File: src/rtl/dllp_rx_assembler_if.sv
// Byte-lane input bus from the packet identifier plus the DLLP valid/ready output stream.
interface dllp_rx_assembler_if;
    logic [511:0] data_in;
    logic [63:0]  pl_valid;
    logic [63:0]  pl_dlpstart;
    logic [63:0]  pl_dlpend;
    logic [47:0]  dllp_data;
    logic         dllp_valid;
    logic         dllp_ready;

    // Environment side: drives lanes and accepts DLLPs.
    modport master (
        output data_in, pl_valid, pl_dlpstart, pl_dlpend, dllp_ready,
        input  dllp_data, dllp_valid
    );

    // Assembler side: consumes lanes and presents DLLPs.
    modport slave (
        input  data_in, pl_valid, pl_dlpstart, pl_dlpend, dllp_ready,
        output dllp_data, dllp_valid
    );
endinterface

File: src/rtl/dllp_rx_assembler.sv
// Reassembles framed DLLP bytes from the receive byte lanes, length-checks
// each one and queues complete DLLPs in a small FIFO for the link layer.
module dllp_rx_assembler #(
    parameter int unsigned NBYTES     = 8,
    parameter int unsigned FIFO_DEPTH = 4,
    parameter int unsigned DLLP_LEN   = 6
) (
    input  logic                          clk,
    input  logic                          reset,
    dllp_rx_assembler_if.slave            bus,
    input  logic                          linkup,
    output logic                          err_len,
    output logic                          err_ovf,
    output logic [$clog2(FIFO_DEPTH):0]   fifo_level
);

    localparam int unsigned CW        = $clog2(DLLP_LEN + 1);
    localparam int unsigned PW        = $clog2(FIFO_DEPTH);
    localparam int unsigned LW        = PW + 1;
    localparam int unsigned BUF_BYTES = 6;
    localparam int unsigned DW        = BUF_BYTES * 8;

    typedef enum logic {IDLE, COLLECT} state_t;

    state_t          state_q, state_nx;
    logic [CW-1:0]   cnt_q, cnt_nx;
    logic [DW-1:0]   asm_q, asm_nx;
    logic [7:0]      lane_byte;
    logic            push_c;
    logic [DW-1:0]   push_data_c;
    logic            len_err_c;

    logic [DW-1:0]   mem [FIFO_DEPTH];
    logic [PW-1:0]   wr_ptr, rd_ptr;
    logic            pop_c, full_c, do_push_c, ovf_c;
    logic [LW-1:0]   level_nx, remain_c;
    logic [DW-1:0]   head_nx;
    logic [DW-1:0]   dllp_data_q;
    logic            dllp_valid_q;

    // Upper lanes are outside this configuration and deliberately ignored.
    logic unused_hi;
    assign unused_hi = ^{bus.data_in[511:8*NBYTES], bus.pl_valid[63:NBYTES],
                         bus.pl_dlpstart[63:NBYTES], bus.pl_dlpend[63:NBYTES]};

    assign bus.dllp_data  = dllp_data_q;
    assign bus.dllp_valid = dllp_valid_q;

    // Assembly state register; a link-down cycle flushes like reset.
    always_ff @(posedge clk or posedge reset) begin
        if (reset) begin
            state_q <= IDLE;
            cnt_q   <= '0;
            asm_q   <= '0;
        end else if (!linkup) begin
            state_q <= IDLE;
            cnt_q   <= '0;
            asm_q   <= '0;
        end else begin
            state_q <= state_nx;
            cnt_q   <= cnt_nx;
            asm_q   <= asm_nx;
        end
    end

    // Lane scan 0..NBYTES-1: start/append/end handling, one completion per cycle.
    always_comb begin
        state_nx    = state_q;
        cnt_nx      = cnt_q;
        asm_nx      = asm_q;
        lane_byte   = '0;
        push_c      = 1'b0;
        push_data_c = '0;
        len_err_c   = 1'b0;
        if (linkup) begin
            for (int i = 0; i < int'(NBYTES); i++) begin
                if (bus.pl_valid[i]) begin
                    lane_byte = bus.data_in[8*i +: 8];
                    if (bus.pl_dlpstart[i]) begin
                        if (state_nx == COLLECT) begin
                            len_err_c = 1'b1;
                        end
                        asm_nx          = '0;
                        asm_nx[DW-1 -: 8] = lane_byte;
                        cnt_nx          = CW'(1);
                        state_nx        = COLLECT;
                    end else if (state_nx == COLLECT) begin
                        if (cnt_nx >= CW'(DLLP_LEN)) begin
                            len_err_c = 1'b1;
                            state_nx  = IDLE;
                            cnt_nx    = '0;
                        end else begin
                            asm_nx[8*(int'(BUF_BYTES)-1-int'(cnt_nx)) +: 8] = lane_byte;
                            cnt_nx = cnt_nx + CW'(1);
                        end
                    end
                    if (bus.pl_dlpend[i] && (state_nx == COLLECT)) begin
                        if ((cnt_nx == CW'(DLLP_LEN)) && !push_c) begin
                            push_c      = 1'b1;
                            push_data_c = asm_nx;
                        end else begin
                            len_err_c = 1'b1;
                        end
                        state_nx = IDLE;
                        cnt_nx   = '0;
                    end
                end
            end
        end
    end

    // FIFO control: pop/push/overflow decisions and the next head word.
    always_comb begin
        pop_c     = dllp_valid_q && bus.dllp_ready && linkup;
        full_c    = (fifo_level == LW'(FIFO_DEPTH));
        do_push_c = push_c && (!full_c || pop_c);
        ovf_c     = push_c && full_c && !pop_c;
        unique case ({do_push_c, pop_c})
            2'b10:   level_nx = fifo_level + LW'(1);
            2'b01:   level_nx = fifo_level - LW'(1);
            default: level_nx = fifo_level;
        endcase
        remain_c = fifo_level - LW'(pop_c);
        if (remain_c != '0) begin
            head_nx = mem[rd_ptr + PW'(pop_c)];
        end else if (do_push_c) begin
            head_nx = push_data_c;
        end else begin
            head_nx = '0;
        end
    end

    // FIFO storage; stale entries are never visible so no reset is needed.
    always_ff @(posedge clk) begin
        if (do_push_c) begin
            mem[wr_ptr] <= push_data_c;
        end
    end

    // FIFO pointers, occupancy, registered head and error pulses.
    always_ff @(posedge clk or posedge reset) begin
        if (reset) begin
            wr_ptr       <= '0;
            rd_ptr       <= '0;
            fifo_level   <= '0;
            dllp_data_q  <= '0;
            dllp_valid_q <= 1'b0;
            err_len      <= 1'b0;
            err_ovf      <= 1'b0;
        end else if (!linkup) begin
            wr_ptr       <= '0;
            rd_ptr       <= '0;
            fifo_level   <= '0;
            dllp_data_q  <= '0;
            dllp_valid_q <= 1'b0;
            err_len      <= 1'b0;
            err_ovf      <= 1'b0;
        end else begin
            if (do_push_c) begin
                wr_ptr <= wr_ptr + PW'(1);
            end
            if (pop_c) begin
                rd_ptr <= rd_ptr + PW'(1);
            end
            fifo_level   <= level_nx;
            dllp_data_q  <= head_nx;
            dllp_valid_q <= (level_nx != '0);
            err_len      <= len_err_c;
            err_ovf      <= ovf_c;
        end
    end

endmodule

File: src/flat_wrapper.sv
// flat-port wrapper written by rule: the top's interface ports become plain ports
module dllp_rx_assembler_flat 
#(
    parameter int unsigned NBYTES     = 8,
    parameter int unsigned FIFO_DEPTH = 4,
    parameter int unsigned DLLP_LEN   = 6
)
  (clk, reset, linkup, err_len, err_ovf, fifo_level, bus_data_in, bus_pl_valid, bus_pl_dlpstart, bus_pl_dlpend, bus_dllp_ready, bus_dllp_data, bus_dllp_valid);
  dllp_rx_assembler_if bus_i ();
  input  logic clk;
  input  logic reset;
  input  logic linkup;
  output logic err_len;
  output logic err_ovf;
  output logic [$clog2(FIFO_DEPTH):0] fifo_level;
  input wire logic [$bits(bus_i.data_in)-1:0] bus_data_in;
  input wire logic [$bits(bus_i.pl_valid)-1:0] bus_pl_valid;
  input wire logic [$bits(bus_i.pl_dlpstart)-1:0] bus_pl_dlpstart;
  input wire logic [$bits(bus_i.pl_dlpend)-1:0] bus_pl_dlpend;
  input wire logic [$bits(bus_i.dllp_ready)-1:0] bus_dllp_ready;
  output wire logic [$bits(bus_i.dllp_data)-1:0] bus_dllp_data;
  output wire logic [$bits(bus_i.dllp_valid)-1:0] bus_dllp_valid;
  assign bus_i.data_in = bus_data_in;
  assign bus_i.pl_valid = bus_pl_valid;
  assign bus_i.pl_dlpstart = bus_pl_dlpstart;
  assign bus_i.pl_dlpend = bus_pl_dlpend;
  assign bus_i.dllp_ready = bus_dllp_ready;
  assign bus_dllp_data = bus_i.dllp_data;
  assign bus_dllp_valid = bus_i.dllp_valid;
  dllp_rx_assembler #(.NBYTES(NBYTES), .FIFO_DEPTH(FIFO_DEPTH), .DLLP_LEN(DLLP_LEN)) u_core (.clk(clk), .reset(reset), .bus(bus_i), .linkup(linkup), .err_len(err_len), .err_ovf(err_ovf), .fifo_level(fifo_level));
endmodule
File: config.mk
export PLATFORM = sky130hd
export DESIGN_NAME = dllp_rx_assembler_flat
export DESIGN_NICKNAME = d
export VERILOG_FILES = /design/src/rtl/dllp_rx_assembler_if.sv /design/src/rtl/dllp_rx_assembler.sv /design/src/flat_wrapper.sv
export SDC_FILE = /design/constraint.sdc
export NUM_CORES = 2
export LEC_CHECK = 0
export ABC_AREA = 1
export CAP_MARGIN = 20
export CORE_AREA = 2 2 296 298
export DETAILED_ROUTE_END_ITERATION = 6
export DIE_AREA = 0 0 298 300
export PLACE_DENSITY_LB_ADDON = 0.2
export SLEW_MARGIN = 15
export SYNTH_ARGS = -nofsm -noshare
export SYNTH_HDL_FRONTEND = slang
export SYNTH_SLANG_ARGS = --single-unit
File: constraint.sdc
create_clock -name clk -period 25 [get_ports clk]
set_input_delay 5 -clock clk [delete_from_list [all_inputs] [get_ports clk]]
set_output_delay 5 -clock clk [all_outputs]
set_load 0.02 [all_outputs]
==> metrics.md <==
| Metric | Value |
|---|---|
| Clk sinks | 302 |
| Layout cell share with drive strength beyond 1 | 5.318% |
| Total core area | 86210 um^2 |
| Endpoints failing setup | 0 |
| Clock Tree Root | clkbuf_16 |
| Largest buffer count on any clock path | 3 |
| Crit Path Max Fanout | around 50 |
| Final Instance Count excl. Fillers | 5575 |
| Post-Route WL | 147.7 mm |
| DR iter-0 viols | 4114 |
| GR Util All Layers | about a third |
| Static Leakage | 13.37 nW |
| Worst R2R Setup Slack | ~9 ns |
| Top cells by count, synth | nand2_1 (844), inv_1 (543), nor2_1 (541) |
| Cts bufs inserted | 29 |
| Ys async rst share | 36.42% |
| Via/cell ratio | 5.781 |
| GP Congestion | 1.069 |
| Critical path class | input port to register |
| I/O Buffers | 145 |
| Placed Cells | 5520 |
| Final hold violation count | 0 |
| Slew headroom | 14.71% |
| Total Neg Setup Slack | 0 ns |
| R2r endpoint | u_core.mem[3][46] |
| Post-CTS Hold Buffers | 0 |
| Tcrit/Tclk final | between 80% and 90% |
| RSZ-0062 raised after global routing | no |
| Power density cells | approximately 45 nW/um^2 |
| Initial Util | 33.25% |
| Pins Over Slew Limit | 0 |
| Max cap viols | 0 |
| TritonRoute pass-1 iters | 6 |
| CP required | 25.21 ns |
| Synth Net Count | 5200 |
| Most numerous cell in the Yosys netlist | nand2_1 |
| Peak Freq | roughly 47 MHz |
| Number of flops mapped to enable cells by yosys | 192 |
| Clk_lat worst skew | between 0.5 and 0.6 ns |
| Result of the run | finished clean |
| Netlist cell types | 60 |
| Die Y-Extent | 300 um |
| Crit. End Element | register |
| Most common cell on crit path | nand2_2 |
| Largest net degree at the start of global routing | 106 |
| Syn avg cell area | 6.495 um^2 |
| Critical Path End | u_core.mem[3][46] |
| Detail Route Antenna Nets | 0 |
| Post-route DRC | 0 |
| Number of synthesis warnings | 0 |
| # IOs | 762 |
| Number of vias in the routed layout | around 32000 |
| Area delta synth->final | 11.87% |
| Die width | 298 um |
| Startpoint Class | input port |
| Vias in the first global route | 29330 |
| R2r startpoint | u_core.cnt_q[0] |
| Final min period | 21.25 ns |
| Syn Std Cell Area | 28660 um^2 |
| Yosys top cell by area | edfxtp_1 |
| Worst hold path type | register to register |
| Crit. Startpoint | bus_pl_dlpstart[0] |
| R2R depth | 65 |
| Rows | between 100 and 150 |
| Reg clk slew, reported paths | ~0.070 ns |
| Maximum vdd drop | 0.05335 mV |
| Post-route setup slack | between 3 and 4 ns |
| First-pass GRT wire length | 208.6 mm |
| Main flop type after synthesis | edfxtp_1 |
| Yosys top cell area share | between 20% and 30% |
| CTS tree | built |
| Highest-delay cell along the critical path | clkdlybuf4s50_1 |
| Worst-margin pin slew | 1.266 ns |
| Nets | 5183 |
| H-Tree Depth | 1 |
| Worst hold slack | ~0.52 ns |
| Post-synthesis register bit count | about 300 |
| Slowest stage delay, CP | 1.19 ns |
| Post-CTS sizing | 0 |
| Clock skew | 0.02789 ns |
| Overflow left after global routing | 0 |
| Post-DP HPWL | around 120 mm |
| Antenna violations before repair | 14 |
| Post-DR wirelength/cell | 26.49 um |
| Post-Syn Instances | between 4000 and 5000 |
| Crit path arrival time | 21.46 ns |
| Pre-CTS WS | about 3.5 ns |
| Top cells by area, synth | edfxtp_1 (20%), nand2_1 (11%), dfrtp_1 (9.6%), o21ai_0 (9.4%), inv_1 (7.1%) |
| Die Area | 89400 um^2 |
| Post-CTS setup buffer count | 0 |
| Sequential share of the synthesized area | 29.72% |
worst max-delay path: cells and delay by family:
family	cells	cell delay (ns)
AO/OA/AOI/OAI	7	2.31
adder cells (fa/ha/maj)	7	2.69
buffers and inverters	11	4.61
AND/OR/NAND/NOR	39	6.68
kinds of logic (layout without fill, tap and decap cells):
family / count (synthesis) / in the layout / synth area share [%]
other: 0 / 1 / 0
AO/OA/AOI/OAI: 1398 / 1398 / 28.21
AND/OR/NAND/NOR: 1778 / 1778 / 26.44
multiplexers: 21 / 21 / 0.7333
flip-flops: 302 / 302 / 29.72
adder cells (fa/ha/maj): 79 / 79 / 3.684
buffers and inverters: 831 / 837 / 11.10
XOR/XNOR: 4 / 4 / 0.1222
state kept, by name (all words and copies together) (netlist names):
signal	cells
u_core.mem	192
u_core.asm_q	48
u_core.bus.dllp_data	48
u_core.cnt_q	3
u_core.fifo_level	3
u_core.rd_ptr	2
u_core.wr_ptr	2
u_core.bus.dllp_valid	1
u_core.err_len	1
u_core.err_ovf	1
u_core.state_q	1
worst min path at each step:
stage,end,slack [ns],cells past startpoint,startpoint
finish,u_core.rd_ptr[1],0.52,1,u_core.rd_ptr[1]
global route,u_core.rd_ptr[1],0.55,1,u_core.rd_ptr[1]
CTS,u_core.rd_ptr[1],0.52,1,u_core.rd_ptr[1]
detailed placement,u_core.rd_ptr[1],0.51,1,u_core.rd_ptr[1]
global placement,u_core.rd_ptr[1],0.50,1,u_core.rd_ptr[1]
floorplan,u_core.rd_ptr[1],0.45,1,u_core.rd_ptr[1]
cell usage in the layout (no fill, tap or decap), types with 69 or more instances in the layout:
master and instances:
nand2_1 844, inv_1 542, o21ai_0 539, nor2_1 536, a21oi_1 405, edfxtp_1 192
nand3_1 154, clkdlybuf4s50_1 140, o211ai_1 135, dfrtp_1 110, a211oi_1 82, nor3_1 73
ha_1 69
routing by layer:
metal | part of all wire [%] | global-route usage (%) | vias up
li1 | - | - | 14970
met1 | 43 | 44.73 | 15400
met2 | 43 | 47.64 | 1583
met3 | 9.1 | 5.752 | 279
met4 | 5.0 | 13.36 | 2
met5 | 0.0088 | 0 | -
through the flow:
| stage | utilization, % | total power (W) | area (um^2) |
|---|---|---|---|
| 2_1_floorplan | - | 0.0008123 | 28660 |
| 3_3_place_gp | 36.01 | 0.0009795 | 31050 |
| 3_5_place_dp | 36.01 | 0.0009780 | 31050 |
| 4_1_cts | 37.19 | 0.001440 | 32060 |
| 5_1_grt | 37.19 | 0.001510 | 32060 |
| 6_report | 37.19 | 0.001452 | 32070 |
report_power, final:
part	switching (W)	leakage, nW	total [W]	internal [W]
clock network	0.000195	0.490	0.000465	0.000270
logic	0.000337	9.15	0.000448	0.000111
registers	0.00000491	3.73	0.000538	0.000533
total	0.000537	13.4	0.00145	0.000915
cell type report:
class	instances	area, um^2
sequential	302	8518
antenna	1	2.502
fill	9578	54150
tap	1155	1445
multi-input combinational	3280	17030
clock buffer	42	855.8
clock inverter	12	161.4
timing repair buffer	206	1884
inverter	577	2168
No activity file was read; power rests on OpenSTA's default activity.
